===== config.mk =====
export PLATFORM = sky130hd
export DESIGN_NAME = imem_loader
export DESIGN_NICKNAME = d
export VERILOG_FILES = /design/src/rtl/imem_loader.sv
export SDC_FILE = /design/constraint.sdc
export NUM_CORES = 1
export LEC_CHECK = 0
export BUFFER_PORTS_ARGS = -buffer_cell sky130_fd_sc_hd__buf_2
export CORE_UTILIZATION = 47
export DETAILED_ROUTE_END_ITERATION = 8
export PLACE_DENSITY_LB_ADDON = 0.3
export RECOVER_POWER = 100
export SETUP_SLACK_MARGIN = 0.2
export SYNTH_ARGS = -nofsm -noshare
export SYNTH_HDL_FRONTEND = slang
export SYNTH_SLANG_ARGS = --single-unit

===== constraint.sdc =====
create_clock -name clk -period 4.03 [get_ports clk]
set_input_delay 0.6045 -clock clk [delete_from_list [all_inputs] [get_ports clk]]
set_output_delay 0.6045 -clock clk [all_outputs]
set_load 0.01 [all_outputs]

===== src/rtl/imem_loader.sv =====
`default_nettype none
// ============================================================================
// Module   : imem_loader
// Purpose  : Takes 32-bit instruction words from a valid/ready stream and
//            writes them big-endian, one byte per cycle, into a byte-wide
//            instruction memory starting at a programmable base address.
// Option   : define IMEM_LOADER_CHECKSUM_EN to build the 8-bit running
//            byte-sum output; otherwise checksum is tied to zero.
// Revision : 1.0 - initial release
// ============================================================================
module imem_loader #(
    parameter int ADDR_W = 10,
    parameter int CNT_W  = 8
) (
    input  logic              clk,
    input  logic              rst,
    input  logic              start,
    input  logic [ADDR_W-1:0] base_addr,
    input  logic [CNT_W-1:0]  word_count,
    input  logic              in_valid,
    output logic              in_ready,
    input  logic [31:0]       in_word,
    output logic              mem_we,
    output logic [ADDR_W-1:0] mem_addr,
    output logic [7:0]        mem_wdata,
    output logic              busy,
    output logic              done,
    output logic              wrapped,
    output logic [7:0]        checksum
);

    typedef enum logic [1:0] {
        S_IDLE  = 2'd0,
        S_WAIT  = 2'd1,
        S_WRITE = 2'd2,
        S_DONE  = 2'd3
    } state_t;

    state_t            state_q, state_d;
    logic [ADDR_W-1:0] addr_q, addr_d;
    logic [CNT_W-1:0]  remaining_q, remaining_d;
    logic [31:0]       word_q, word_d;
    logic [1:0]        byte_q, byte_d;
    logic              wrapped_q, wrapped_d;
    logic [7:0]        byte_w;
`ifdef IMEM_LOADER_CHECKSUM_EN
    logic [7:0]        ck_q, ck_d;
`endif

    // Select the current byte of the captured word, MSB first
    always_comb begin
        case (byte_q)
            2'd0:    byte_w = word_q[31:24];
            2'd1:    byte_w = word_q[23:16];
            2'd2:    byte_w = word_q[15:8];
            default: byte_w = word_q[7:0];
        endcase
    end

    // Next-state logic: sequencing, address stepping, word counting
    always_comb begin
        state_d     = state_q;
        addr_d      = addr_q;
        remaining_d = remaining_q;
        word_d      = word_q;
        byte_d      = byte_q;
        wrapped_d   = wrapped_q;
`ifdef IMEM_LOADER_CHECKSUM_EN
        ck_d        = ck_q;
`endif
        case (state_q)
            S_IDLE: begin
                if (start) begin
                    wrapped_d = 1'b0;
`ifdef IMEM_LOADER_CHECKSUM_EN
                    ck_d      = 8'h00;
`endif
                    if (word_count != '0) begin
                        addr_d      = base_addr;
                        remaining_d = word_count;
                        state_d     = S_WAIT;
                    end else begin
                        // Empty load: report completion without touching memory
                        state_d = S_DONE;
                    end
                end
            end
            S_WAIT: begin
                if (in_valid) begin
                    word_d  = in_word;
                    byte_d  = 2'd0;
                    state_d = S_WRITE;
                end
            end
            S_WRITE: begin
                addr_d = addr_q + 1'b1;
                if (&addr_q) begin
                    wrapped_d = 1'b1;
                end
`ifdef IMEM_LOADER_CHECKSUM_EN
                ck_d   = ck_q + byte_w;
`endif
                byte_d = byte_q + 1'b1;
                if (byte_q == 2'd3) begin
                    remaining_d = remaining_q - 1'b1;
                    state_d     = (remaining_q == 1) ? S_DONE : S_WAIT;
                end
            end
            S_DONE: begin
                state_d = S_IDLE;
            end
            default: begin
                state_d = S_IDLE;
            end
        endcase
    end

    // State and datapath registers; reset abandons any load in progress
    always_ff @(posedge clk or posedge rst) begin
        if (rst) begin
            state_q     <= S_IDLE;
            addr_q      <= '0;
            remaining_q <= '0;
            word_q      <= 32'h0;
            byte_q      <= 2'd0;
            wrapped_q   <= 1'b0;
`ifdef IMEM_LOADER_CHECKSUM_EN
            ck_q        <= 8'h00;
`endif
        end else begin
            state_q     <= state_d;
            addr_q      <= addr_d;
            remaining_q <= remaining_d;
            word_q      <= word_d;
            byte_q      <= byte_d;
            wrapped_q   <= wrapped_d;
`ifdef IMEM_LOADER_CHECKSUM_EN
            ck_q        <= ck_d;
`endif
        end
    end

    // Outputs decoded purely from registered state
    always_comb begin
        in_ready  = (state_q == S_WAIT);
        mem_we    = (state_q == S_WRITE);
        busy      = (state_q != S_IDLE);
        done      = (state_q == S_DONE);
        mem_addr  = addr_q;
        mem_wdata = (state_q == S_WRITE) ? byte_w : 8'h00;
        wrapped   = wrapped_q;
`ifdef IMEM_LOADER_CHECKSUM_EN
        checksum  = ck_q;
`else
        checksum  = 8'h00;
`endif
    end

endmodule
`default_nettype wire


# After elaboration in Yosys (flattened, before gate mapping)
# Cells that the tools add are included.
# totals
register_bits	55
latch_bits	0
ram_bits	0
rom_bits	0
in_bits	54
output_inout_bits	31
word_cells	54
memories	0
# op_classes
n_addsub	3
mul	0
n_div	0
order_cmp	0
n_eq_ne	12
shift	0
muxes	20
bitwise_logic	0
n_reduce_logical	13
# ops
operator	count
$mux 8	4
$pmux 8 s3	1
$mux 10	2
$pmux 10 s2	1
$pmux 8 s2	1
$mux 2	6
$add 10x1->10 const B	1
$reduce_and 10->1	1
$reduce_and 3->1	3
$eq 2x2->1 const B	4
$eq 8x1->1 const B	1
$pmux 2 s4	1
$reduce_bool 8->1	1
$sub 8x1->8 const B	1
$ne 2x2->1 const B	3
$reduce_bool 2->1	3
$eq 2x1->1 const B	2
$logic_not 2->1	2
$ne 2x1->1 const B	2
$pmux 2 s2	1
$reduce_and 2->1	2
$reduce_and 4->1	1
$add 2x1->2 const B	1
$mux 1	2
$pmux 1 s2	1

# Logic depth before layout (Yosys ltp)
# logic_depth
ltp_word	4
depth_mapped	8
depth_no_buf	6

# Least setup slack after synthesis
# Ideal clock, no wire load.
# synth_timing
path_type	register to output
startpoint	reg byte_q[0]
endpoint	out mem_wdata[7]
arrival_ps	1351
required_time_ps	3425
slack_ps	2074
stages_incl_launch_ff	8
path_buffers	1
cell_sequence	dfrtp_1 inv_1 ha_1 clkbuf_1 a222oi_1 nor2_1 a21oi_1 nor2_1
# synth_via
elab_chain_cells	3
# synth_lines
item	line_no	source
start, declared	43	logic [1:0] byte_q, byte_d;
start signal, assigned	135	byte_q <= byte_d;
$eq 2x2->1 (tied with other cells)	52	case (byte_q)
$pmux 8 s3 *	52	
$mux 8 *	150	mem_wdata = (state_q == S_WRITE) ? byte_w : 8'h00;
end, declared	25	output logic [7:0] mem_wdata,
# Mark *: on every way between the ends. The rest lies on a longest branch, timed or not.

# Worst setup path in the final report
# layout_timing
startpoint	reg state_q[1]
endpoint	reg word_q[29]
# layout_via
elab_chain_cells	2
# layout_lines
item	line_no	source
start, declared	39	state_t state_q, state_d;
start signal, assigned	131	state_q <= state_d;
$eq 2x1->1	71	case (state_q)
$reduce_and 2->1 (no line)	--	
end signal, assigned	134	word_q <= word_d;
end, declared	42	logic [31:0] word_q, word_d;
# Every way passes these cells.
# A chain may end at the register's enable or synchronous reset.

==> out/summary.txt <==
clock root buffer -> clkbuf_8
Port Buffers -> 76
top post-synthesis cells by area -> dfrtp_1 (46%), mux2_2 (12%), nor2_1 (4.6%)
Placed Area -> 3340 um^2
Vias/cell -> 5.59
M1 GR Usage -> 0.289
synth unique cells -> 49
sequential cell area fraction in the yosys report -> 0.465
critical path required time -> 4230 ps
post-synth top area share -> 0.465
clock latency at the later pin of the worst-skew pair -> 320 ps
min-delay worst type -> in2async
nature of the critical path endpoint -> flop
CTS tree -> built
Row Count -> 28
P&R area growth vs syn -> 14.5%
vias post-DR -> 2413
RSZ-0062 raised after global routing -> no
clk buf depth -> 2
fin. max-slew vios -> 83
Mapped Area -> 2960 um^2
status -> complete, but fails checks
Die Wd -> 81.4 um
Synth Area in XOR/XNOR -> 0
WL per Instance -> 15.4 um
worst slew pin tran -> 1860 ps
Finished Layout Cells -> 432
clock-pin slew on the worst setup and hold paths -> 110 ps
Starting Density -> 0.494
Primary FF master, synth -> dfrtp_1
Worst Path Arrival -> 3170 ps
Mapped Avg Cell Area -> 10.2 um^2
TritonCTS Buffers -> 5
synth warn -> 0
Setup CP Type -> reg2reg
met2 GRT Util -> 0.350
GRT Max-Usage Layer -> met2
Layout Nets -> 417
# fillers -> 575
post-synth top area cell -> dfrtp_1
dpl cells -> 424
GR Util met3 -> 0.0270
cts repair resizes -> 0
Min Clock Period, post-route -> 2970 ps
cts-stage hold buffer count -> 0
initial DRC count -> 174
DRC -> 0
Hold Vio Cnt, Final -> 0
total die area -> 6620 um^2
VDD IR max -> 0.000370 V
mux share of post-synthesis cell area -> 0.145
largest net degree at the start of global routing -> 35
worst hold slack -> 470 ps
first-pass GRT wire length -> 10700 um
register bit total from synthesis -> 55
ANT cells -> 0
# clock sinks -> 55
Fmax -> 336 MHz
Simple-Gate Fraction of Synth Area -> 0.153
Fin Setup TNS -> 0 ps
grt ovf -> 0
Synth Area in Adders -> 0.0296
Post-synth EDFFs -> 0
Antenna Nets Post-Route -> 0
initial antenna violation count -> 0
max_cap viols -> 3
Mapped Cells -> 290
First-pass DRT Iterations -> 5
postcts setup bufs -> 0
main combinational cell family by area after synthesis -> simple AND/OR/NAND/NOR gates
final period utilization -> 0.738
Compound-Gate Fraction of Synth Area -> 0.145
final WL -> 6630 um
share of layout cells above drive strength 1 -> 0.283
clock skew -> 6.10 ps
power per cell area -> 733 nW/um^2
post-route cell area -> 3390 um^2
Final setup viols -> 0
sequential cell area -> 1380 um^2
Core Footprint -> 5990 um^2
die height -> 81.4 um
cell leakage power -> 1.52 nW
GPL Wtd Cong -> 0.861
multi-input logic area -> 1420 um^2
DP HPWL -> 4670 um
IO Pins -> 85
Setup crit start kind -> flop
failing checks -> capacitance limit, slew limit
H-tree levels -> 2
CP max FO -> 34
relative slew slack -> -0.241
vias in the first global route -> 2268
Async SR Flop Fraction -> 1.00
Final Core Density -> 0.566
Total Routing Usage GR -> 0.212
==> stage by stage <==
stage | worst slack [ps] | power [W]
final | 1060 | 0.00249
after global routing | 825 | 0.00269
after CTS | 1410 | 0.00253
after detailed placement | 1680 | 0.00219
after global placement | 1720 | 0.00214
after floorplan | 2070 | 0.00188
==> critical path, stage by stage (launching register included) <==
cell,delay (ps)
dfrtp_1,750
and2b_1,260
nand2_1,60
clkbuf_1,1330
mux2_2,450
==> logic make-up after synthesis <==
family          Yosys count
buf+inv                  36
mux                      39
simple gates             91
other cells               1
fa+ha+maj                 7
compound gates           61
flops                    55
==> synth_stat cells (4+ instances only) <==
cell / instances
mux2_2: 32
ha_1: 7
a31oi_1: 5
nor2_1: 36
a222oi_1: 8
inv_1: 9
mux2i_1: 7
nand2_1: 18
nor3_1: 5
nor4_1: 4
buf_2: 6
dfrtp_1: 55
clkbuf_1: 9
nand3_1: 8
nor2b_1: 4
a21oi_1: 17
buf_4: 10
o21ai_0: 11
a221oi_1: 5
==> cell type report <==
type / count / share of cell area
inverters: 9 / 0.00996
repair buffers: 79 / 0.108
flip-flops and latches: 55 / 0.406
clock buffers: 5 / 0.0203
well taps: 75 / 0.0277
multi-input cells: 206 / 0.420
clock inverters: 3 / 0.00775
==> state kept, by name, indices dropped and copies added (netlist names) <==
register and flops:
word_q 32, mem_addr 10, remaining_q 8, byte_q 2
state_q 2, wrapped 1
==> per-layer routing <==
layer,vias to the layer above,wire length (um),part of all wire
li1,1163,-,-
met4,0,38,0.0057
met5,-,0,0
met1,1177,3000,0.45
met3,4,335,0.051
met2,69,3260,0.49
==> layout by cell type, fill, tap and decap left out, types with 3 or more instances in the layout <==
master	netlist	routed
o21ai_0	11	11
a221oi_1	5	5
nor3b_1	2	3
inv_6	0	3
nor2b_1	4	4
a222oi_1	8	8
dfrtp_1	55	55
mux2i_1	7	7
nor4_1	4	4
a21oi_1	17	17
clkbuf_8	0	5
nor3_1	5	5
ha_1	7	7
inv_1	9	9
mux2_2	32	32
nand2_1	18	18
buf_2	6	54
clkbuf_1	9	24
conb_1	1	8
nand3_1	8	8
a31oi_1	5	5
nor2_1	36	36
==> final timing paths <==
kind	start	endpoint	slack, ps	cells past startpoint
max	state_q[1]	word_q[29]	1060	4
min	rst	remaining_q[5]	470	2
max reg2reg	state_q[1]	word_q[29]	1060	4
min reg2reg	wrapped	wrapped	520	2
max in group asynchronous	rst	word_q[13]	1440	3
min in group clk	in_word[15]	word_q[15]	510	2
==> report_power, final <==
part | switching (W) | internal [W] | total [W]
clock network | 0.000202 | 0.000130 | 0.000331
logic | 0.000548 | 0.000517 | 0.00106
registers | 0.000267 | 0.000824 | 0.00109
(Power assumes the default switching activity.)
